<file path="src/rtl/lsu_pkg.sv">
// Shared definitions for the load/store alignment unit: funct3 width codes,
// FSM state encoding and fault codes.
package lsu_pkg;

  localparam logic [2:0] F3Byte    = 3'b000;
  localparam logic [2:0] F3Half    = 3'b001;
  localparam logic [2:0] F3Word    = 3'b010;
  localparam logic [2:0] F3Dword   = 3'b011;
  localparam logic [2:0] F3ByteU   = 3'b100;
  localparam logic [2:0] F3HalfU   = 3'b101;
  localparam logic [2:0] F3WordU   = 3'b110;
  localparam logic [2:0] F3Illegal = 3'b111;

  // funct3 bit that selects zero-extension
  localparam int unsigned F3UnsignedBit = 2;

  typedef enum logic [1:0] {
    StIdle,
    StBeat0,
    StBeat1,
    StResp
  } lsu_state_e;

  typedef enum logic [1:0] {
    FaultNone     = 2'd0,
    FaultFunct3   = 2'd1,
    FaultMisalign = 2'd2
  } lsu_fault_e;

  function automatic logic funct3_legal(input logic [2:0] f3, input int unsigned xlen);
    logic wide;
    wide = (f3 == F3Dword) || (f3 == F3WordU);
    return !((f3 == F3Illegal) || (wide && (xlen == 32)));
  endfunction

endpackage

</file>
<file path="src/rtl/load_extend.sv">
// Load lane select plus sign/zero extension; shared with the writeback path.
module load_extend
  import lsu_pkg::*;
#(
  parameter int unsigned XLEN = 32
) (
  input  logic [2*XLEN-1:0]          data_i,
  input  logic [$clog2(XLEN/8)-1:0]  off_i,
  input  logic [2:0]                 funct3_i,
  output logic [XLEN-1:0]            data_o
);

  logic [XLEN-1:0] lanes;
  logic            sign;
  int unsigned     nbits;

  always_comb begin
    data_o = '0;
    lanes  = XLEN'(data_i >> {off_i, 3'b000});
    nbits  = 32'd8 << funct3_i[1:0];
    case (funct3_i[1:0])
      2'b00:   sign = lanes[7];
      2'b01:   sign = lanes[15];
      2'b10:   sign = lanes[31];
      default: sign = lanes[XLEN-1];
    endcase
    sign = sign & ~funct3_i[F3UnsignedBit];
    for (int unsigned i = 0; i < XLEN; i++) begin
      data_o[i] = (i < nbits) ? lanes[i] : sign;
    end
  end

endmodule

</file>
<file path="src/rtl/misaligned_lsu_align.sv">
// Load/store alignment unit; splits boundary-crossing accesses into two beats
// when MISALIGNED_SPLIT_EN is defined, otherwise faults them.
module misaligned_lsu_align
  import lsu_pkg::*;
#(
  parameter int unsigned XLEN = 32
) (
  input  logic              clk,
  input  logic              reset_n,
  input  logic              ReqValid,
  output logic              ReqReady,
  input  logic              ReqWrite,
  input  logic [2:0]        ReqFunct3,
  input  logic [XLEN-1:0]   ReqAddr,
  input  logic [XLEN-1:0]   ReqWData,
  output logic              MemValid,
  input  logic              MemReady,
  output logic [XLEN-1:0]   MemAddr,
  output logic              MemWe,
  output logic [XLEN/8-1:0] MemBe,
  output logic [XLEN-1:0]   MemWData,
  input  logic [XLEN-1:0]   MemRData,
  output logic              RspValid,
  output logic [XLEN-1:0]   RspRData,
  output logic              RspFault
);

  localparam int unsigned NB    = XLEN / 8;
  localparam int unsigned LogNb = $clog2(NB);
  localparam int unsigned MaskW = 2 * NB;
  localparam int unsigned ShW   = $clog2(XLEN) + 1;

  lsu_state_e        state_q, state_d;
  lsu_fault_e        fault_q, fault_d;
  logic              write_q, write_d;
  logic [2:0]        funct3_q, funct3_d;
  logic [XLEN-1:0]   addr_q, addr_d;
  logic [XLEN-1:0]   wdata_q, wdata_d;
  logic [LogNb-1:0]  off_q, off_d;
  logic [NB-1:0]     be0_q, be0_d;
  logic [2*XLEN-1:0] rdata_q, rdata_d;
`ifdef MISALIGNED_SPLIT_EN
  logic [NB-1:0]     be1_q, be1_d;
  logic [ShW-1:0]    sh_hi;
`else
  logic              req_split;
`endif
  logic [3:0]        req_size;
  logic [MaskW-1:0]  req_mask;
  logic [ShW-1:0]    sh_lo;
  logic [XLEN-1:0]   ext_data;

  // Byte mask spans two beats; the upper half is the beat-1 enables.
  assign req_size = 4'd1 << ReqFunct3[1:0];
  assign req_mask = ((MaskW'(1) << req_size) - MaskW'(1)) << ReqAddr[LogNb-1:0];
  assign sh_lo    = ShW'({off_q, 3'b000});
`ifdef MISALIGNED_SPLIT_EN
  assign sh_hi    = ShW'(XLEN) - sh_lo;
`else
  assign req_split = |req_mask[MaskW-1:NB];
`endif

  load_extend #(
    .XLEN (XLEN)
  ) u_load_extend (
    .data_i   (rdata_q),
    .off_i    (off_q),
    .funct3_i (funct3_q),
    .data_o   (ext_data)
  );

  always_comb begin
    state_d  = state_q;
    fault_d  = fault_q;
    write_d  = write_q;
    funct3_d = funct3_q;
    addr_d   = addr_q;
    wdata_d  = wdata_q;
    off_d    = off_q;
    be0_d    = be0_q;
    rdata_d  = rdata_q;
`ifdef MISALIGNED_SPLIT_EN
    be1_d    = be1_q;
`endif
    ReqReady = 1'b0;
    MemValid = 1'b0;
    MemAddr  = '0;
    MemWe    = 1'b0;
    MemBe    = '0;
    MemWData = '0;
    RspValid = 1'b0;
    RspRData = '0;
    RspFault = 1'b0;

    case (state_q)
      StIdle: begin
        ReqReady = 1'b1;
        if (ReqValid) begin
          write_d  = ReqWrite;
          funct3_d = ReqFunct3;
          addr_d   = {ReqAddr[XLEN-1:LogNb], {LogNb{1'b0}}};
          off_d    = ReqAddr[LogNb-1:0];
          wdata_d  = ReqWData;
          be0_d    = req_mask[NB-1:0];
`ifdef MISALIGNED_SPLIT_EN
          be1_d    = req_mask[MaskW-1:NB];
`endif
          if (!funct3_legal(ReqFunct3, XLEN)) begin
            fault_d = FaultFunct3;
            state_d = StResp;
          end
`ifndef MISALIGNED_SPLIT_EN
          else if (req_split) begin
            fault_d = FaultMisalign;
            state_d = StResp;
          end
`endif
          else begin
            fault_d = FaultNone;
            state_d = StBeat0;
          end
        end
      end
      StBeat0: begin
        MemValid = 1'b1;
        MemAddr  = addr_q;
        MemWe    = write_q;
        MemBe    = be0_q;
        MemWData = wdata_q << sh_lo;
        if (MemReady) begin
          rdata_d[XLEN-1:0] = MemRData;
`ifdef MISALIGNED_SPLIT_EN
          state_d = (|be1_q) ? StBeat1 : StResp;
`else
          state_d = StResp;
`endif
        end
      end
`ifdef MISALIGNED_SPLIT_EN
      StBeat1: begin
        MemValid = 1'b1;
        MemAddr  = addr_q + XLEN'(NB);
        MemWe    = write_q;
        MemBe    = be1_q;
        MemWData = wdata_q >> sh_hi;
        if (MemReady) begin
          rdata_d[2*XLEN-1:XLEN] = MemRData;
          state_d = StResp;
        end
      end
`endif
      StResp: begin
        RspValid = 1'b1;
        RspFault = (fault_q != FaultNone);
        if (!write_q && (fault_q == FaultNone)) begin
          RspRData = ext_data;
        end
        state_d = StIdle;
      end
      default: state_d = StIdle;
    endcase
  end

  always_ff @(posedge clk or negedge reset_n) begin
    if (!reset_n) begin
      state_q  <= StIdle;
      fault_q  <= FaultNone;
      write_q  <= 1'b0;
      funct3_q <= '0;
      addr_q   <= '0;
      wdata_q  <= '0;
      off_q    <= '0;
      be0_q    <= '0;
      rdata_q  <= '0;
`ifdef MISALIGNED_SPLIT_EN
      be1_q    <= '0;
`endif
    end else begin
      state_q  <= state_d;
      fault_q  <= fault_d;
      write_q  <= write_d;
      funct3_q <= funct3_d;
      addr_q   <= addr_d;
      wdata_q  <= wdata_d;
      off_q    <= off_d;
      be0_q    <= be0_d;
      rdata_q  <= rdata_d;
`ifdef MISALIGNED_SPLIT_EN
      be1_q    <= be1_d;
`endif
    end
  end

endmodule
</file>
<file path="config.mk">
export PLATFORM = sky130hd
export DESIGN_NAME = misaligned_lsu_align
export DESIGN_NICKNAME = d
export VERILOG_FILES = /design/src/rtl/lsu_pkg.sv /design/src/rtl/load_extend.sv /design/src/rtl/misaligned_lsu_align.sv
export SDC_FILE = /design/constraint.sdc
export NUM_CORES = 1
export LEC_CHECK = 0
export ABC_CLOCK_PERIOD_IN_PS = 2500
export BUFFER_PORTS_ARGS = -buffer_cell sky130_fd_sc_hd__buf_2
export CAP_MARGIN = 20
export CELL_PAD_IN_SITES_DETAIL_PLACEMENT = 0
export CELL_PAD_IN_SITES_GLOBAL_PLACEMENT = 1
export CORE_AREA = 2 2 127 141
export CTS_CLUSTER_DIAMETER = 200
export DETAILED_ROUTE_END_ITERATION = 16
export DIE_AREA = 0 0 129 143
export PLACE_DENSITY_LB_ADDON = 0.1
export SETUP_SLACK_MARGIN = 0.5
export SLEW_MARGIN = 5
export SYNTH_ARGS = -nofsm -noshare
export SYNTH_HDL_FRONTEND = slang
export SYNTH_HIERARCHICAL = 1
export SYNTH_SLANG_ARGS = --single-unit
export TNS_END_PERCENT = 1
</file>
<file path="constraint.sdc">
create_clock -name clk -period 2.5 [get_ports clk]
set_clock_uncertainty 0.05 [all_clocks]
set_input_delay 0.5 -clock clk [delete_from_list [all_inputs] [get_ports clk]]
set_output_delay 0.5 -clock clk [all_outputs]
set_load 0.03 [all_outputs]
</file>
# Yosys cells after proc, flatten, opt, wreduce, memory -nomap -nowiden
# Cells that the tools add are included.
[totals] ff_bits=108 elab_cells=120
[op_classes] add_sub_neg=1 magnitude_cmp=32 n_eq_ne=8 shift=6 n_mux=50 n_bitwise=2 reduce_logical=12
[op_table] op="$lt 5x32->1 const A" count=16
[op_table] op="$lt 4x32->1 const A" count=8
[op_table] op="$lt 3x32->1 const A" count=4
[op_table] op="$mux 32" count=4
[op_table] op="$lt 1x32->1 const A" count=2
[op_table] op="$lt 2x32->1 const A" count=2
[op_table] op="$mux 1" count=37
[op_table] op="$shl 32x5->32" count=1
[op_table] op="$shl 4x2->32 const A" count=1
[op_table] op="$shr 32x5->32" count=1
[op_table] op="$mux 2" count=6
[op_table] op="$shl 1x4->8 const A" count=1
[op_table] op="$shl 8x2->8" count=1
[op_table] op="$sub 8x2->8 const B" count=1
[op_table] op="$eq 3x3->1 const B" count=2
[op_table] op="$logic_not 2->1" count=3
[op_table] op="$reduce_and 2->1" count=3
[op_table] op="$eq 2x1->1 const B" count=2
[op_table] op="$mux 4" count=1
[op_table] op="$ne 2x2->1 const B" count=2
[op_table] op="$pmux 2 s2" count=1
[op_table] op="$reduce_or 4->1" count=1
[op_table] op="$shl 1x2->4 const A" count=1
[op_table] op="$eq 3x2->1 const B" count=1
[op_table] op="8 further kinds" count=9

# Logic depth before layout (Yosys ltp)
[logic_depth] depth_word=9 mapped_depth=7 mapped_depth_nobuf=4

# By module
# The synthesis kept the hierarchy.
[modules_own_cells] mod="misaligned_lsu_align" n_inst=1 cells_each=563 area_per_inst_um2=5305.1 seq_area_each_um2=2702.6
[modules_own_cells] mod="load_extend" n_inst=1 cells_each=99 area_per_inst_um2=1051.0 seq_area_each_um2=0.0

# Worst setup path after synthesis
# No wires, ideal clock.
[synth_path] kind="flip-flop to output port" from="register off_q[1]" to="output port MemWData[29]" t_arrival_ps=1676 t_required_ps=1950 path_slack_ps=274 path_stages_with_launch=6 path_buffers=2 path_cell_list="dfrtp_1 buf_2 buf_2 nor2b_1 a211oi_1 a211oi_1"
[synth_between] elab_chain_len=2
[synth_rtl] item="from (decl)" line="misaligned_lsu_align.sv:39" source="logic [LogNb-1:0] off_q, off_d;"
[synth_rtl] item="from (signal assigned)" line="misaligned_lsu_align.sv:172" source="off_q <= '0;"
[synth_rtl] item="from (signal assigned)" line="misaligned_lsu_align.sv:185" source="off_q <= off_d;"
[synth_rtl] item="$shl 32x5->32" line="misaligned_lsu_align.sv:129" source="MemWData = wdata_q << sh_lo;"
[synth_rtl] item="$mux 32" line="misaligned_lsu_align.sv:95" source="case (state_q)"
[synth_rtl] item="to (decl)" line="misaligned_lsu_align.sv:21" source="output logic [XLEN-1:0] MemWData,"
# Every way passes these cells.

# Final worst setup path
[layout_path] from="register off_q[0]" to="output port RspRData[21]"
[layout_between] elab_chain_len=6
[layout_rtl] item="$shr 32x5->32 (*)" line="load_extend.sv:19" source="lanes = XLEN'(data_i >> {off_i, 3'b000});"
[layout_rtl] item="$pmux 1 s2" line="load_extend.sv:21" source="case (funct3_i[1:0])"
[layout_rtl] item="$and 1x1->1" line="load_extend.sv:27" source="sign = sign & ~funct3_i[F3UnsignedBit];"
[layout_rtl] item="$mux 1 (*)" line="load_extend.sv:29" source="data_o[i] = (i < nbits) ? lanes[i] : sign;"
[layout_rtl] item="via ext_data[21]" line="misaligned_lsu_align.sv:51" source="logic [XLEN-1:0] ext_data;"
[layout_rtl] item="$mux 32 (*)" line="misaligned_lsu_align.sv:155" source="if (!write_q && (fault_q == FaultNone)) begin"
[layout_rtl] item="$mux 32 (*)" line="misaligned_lsu_align.sv:95"
[layout_rtl] item="to (decl)" line="misaligned_lsu_align.sv:24" source="output logic [XLEN-1:0] RspRData,"
# The timed path passes the listed nets; every way through them passes the cells marked *.

==> results.toml <==
[worst_setup_path]
path_max_fanout = 16
worstSetupEndpointType = "output port"
critical_path_required_ns = 1.95
reg2regPathDepth = 3
startpoint_type = "register"
reg2reg_to = "be0_q[1]"
worstSetupPathType = "register to output port"
cp.arrival_ns = 2.14
reg2reg_slack_ns = 0.64
startpoint = "off_q[0]"
timing.rr.start = "state_q[0]"

[grt]
grt_pass1_vias = 5450
grtUsageTotal = 0.193
grt_first_pass_wirelength_um = 27800
grt_start_max_net_pins = 48
antenna_found_initial = 0
grt-ovfl-total = 0

[yosys]
ys_async_sr_fraction = 1.00
syn_inst = 662
synth-edff-count = 0
syn_area_um2 = 6360
syn_area_per_cell_um2 = 9.60
synthDistinctLibCells = 36
synth-main-ff-cell = "dfrtp_1"
ys_seq_area_frac = 0.425
ys_seq_elements = 108
ys_warn_count = 6

[place]
hpwlAfterDp_um = 12400
gp_congestion = 0.851
port_buffers = 206
place_inst = 1117
place_ws_ns = 0.185

[clocking]
cts_tree = "done"
htreeDepth = 3
cts-root-buf = "clkbuf_16"
clock_latency_ns = 0.35
clk_pin_slew_ns = 0.08
cts.path.max_buffers = 2
cts.sinks = 108
cts_buffers = 9

[timing]
slew_headroom = 0.573
rsz0062_at_grt = "yes"
layout_setup_ws_ns = -0.192
drv_slew = 0
finalHoldViolCount = 0
finalSetupViolCount = 30
hold_slack_ns = 0.280
period_minus_slack_ns = 2.69
setup_tns_ns = -3.49
fin_crit_sh = 1.08
worst_pin_slew_ns = 0.640
fmax_mhz = 372

[die]
start_util = 0.375
core_area_um2 = 17000
io_pins = 209
die_area_um2 = 18400
die_x_um = 129
rows = 50
die_h_um = 143

[min_path]
hp-start = "ReqAddr[17]"
holdPathStages = 3
worst_hold_path_type = "input port to register"
worstHoldEndpoint = "addr_q[17]"

[finish]
synthToLayoutAreaGrowth_pct = 38.3
nets = 1003
drive_gt1_frac = 0.414
finalNonFillerCells = 1138
n_antenna_cell = 0

[pwr]
p_leak_uw = 0.00453
power_uw = 12100
power_density_nw_per_um2 = 1370
vdd_ir_drop_max_mv = 0.731

[status]
outcome = "finished with violations"
violations = "setup timing"

[run]
maxCapViolations = 0

[drt]
wire_per_inst_um = 15.4
drt_iter0_drc = 223
drtAntennaViolNets = 0
first_pass_iters = 4
via_per_inst = 4.71
wirelength_um = 17500
via_count = 5362
drc = 0
[Yosys cell counts, types with 2 or more instances]
| cell | count | share of area |
|---|---|---|
| a211oi_1 | 16 | 0.019 |
| a21oi_1 | 2 | 0.0016 |
| a2bb2oi_1 | 8 | 0.011 |
| a31oi_1 | 3 | 0.0030 |
| and2_1 | 75 | 0.074 |
| buf_2 | 14 | 0.011 |
| buf_4 | 2 | 0.0024 |
| buf_6 | 6 | 0.011 |
| clkbuf_1 | 34 | 0.020 |
| dfrtp_1 | 108 | 0.43 |
| inv_1 | 2 | 0.0012 |
| mux2_2 | 4 | 0.0071 |
| mux2_4 | 29 | 0.069 |
| mux2i_1 | 17 | 0.027 |
| mux4_2 | 32 | 0.11 |
| nand2_1 | 232 | 0.14 |
| nand2b_1 | 2 | 0.0020 |
| nor2_1 | 22 | 0.013 |
| nor2b_1 | 9 | 0.0089 |
| nor3_1 | 3 | 0.0024 |
| o21ai_0 | 16 | 0.013 |
| o21ai_1 | 9 | 0.0071 |
| o31ai_1 | 4 | 0.0047 |
[worst max-delay path: stages (launching register included)]
cell and delay, ns:
dfrtp_4 0.50, mux4_2 0.56, mux2i_4 0.18, buf_12 0.17, o21ai_1 0.06, and2_1 0.15
buf_2 0.17
[stage by stage]
stage	utilization	instance area, µm²
2_1_floorplan	-	6550
3_3_place_gp	0.460	7800
3_5_place_dp	0.460	7800
4_1_cts	0.500	8470
5_1_grt	0.519	8790
6_report	0.519	8790
[cells in the final DEF (no fill, tap or decap), types with 2 or more instances in the layout]
cell and instances:
a21oi_1 2, and2_4 42, inv_1 2, bufinv_16 2
buf_2 136, nor2b_1 9, a2bb2oi_1 6, mux2i_1 17
inv_8 2, nand2_4 2, a211oi_1 13, a2bb2oi_2 2
dfrtp_1 106, o21ai_1 10, nand2_1 231, a31oi_1 3
o21ai_0 15, buf_6 62, conb_1 50, clkbuf_16 10
and2_1 33, buf_8 2, mux2_2 4, nor2_1 22
a211oi_2 3, buf_4 28, mux4_2 32, nor3_1 2
buf_12 3, o31ai_1 4, mux2_4 29
[cell families after synthesis]
logic type,after synthesis,synth area share
other cells,1,0.000590
mux,83,0.219
flops,108,0.425
compound gates,59,0.0602
simple gates,351,0.246
buf+inv,60,0.0486
[cell type report]
class,count,area [µm²]
Fill cell,1615,8160
Multi-Input combinational cell,543,3700
Sequential cell,108,2710
Timing Repair Buffer,234,1740
Tap cell,234,293
Clock buffer,10,229
Clock inverter,6,96.3
Inverter,3,23.8
[worst max path at each step]
stage / to / slack, ns
global route: RspRData[30] / -0.25
CTS: RspRData[21] / -0.20
floorplan: MemWData[30] / 0.27
detailed placement: RspRData[30] / 0.19
finish: RspRData[21] / -0.19
global placement: RspRData[30] / 0.21
[sequential cells by signal (all words and copies together) (netlist names)]
signal,count
write_q,1
funct3_q,3
state_q,2
fault_q,2
rdata_q,32
off_q,2
wdata_q,32
addr_q,30
be0_q,4
[metal layers]
layer / up-vias / track usage / wire length, µm
met1: 2575 / 0.255 / 7500
met5: - / 0 / 0
met3: 20 / 0.0285 / 858
met4: 0 / 0.0715 / 338
met2: 145 / 0.321 / 8780
li1: 2622 / - / -
[power by group]
part,leakage (µW),internal [µW],total [µW],switching [µW]
registers,0.00131,2600,3340,732
clock network,0.000160,895,1600,704
logic,0.00305,3470,7130,3660
[timing repair]
action | 4_1_cts | 5_1_grt
resized for setup | 112 | 96
setup endpoints to repair | 100 | 100
pin swaps | 11 | 30
gates cloned | 0 | 1
hold endpoints to repair | 19 | 0
hold buffers | 1 | 0
setup buffers | 0 | 3
No activity file was read; power rests on OpenSTA's default activity.
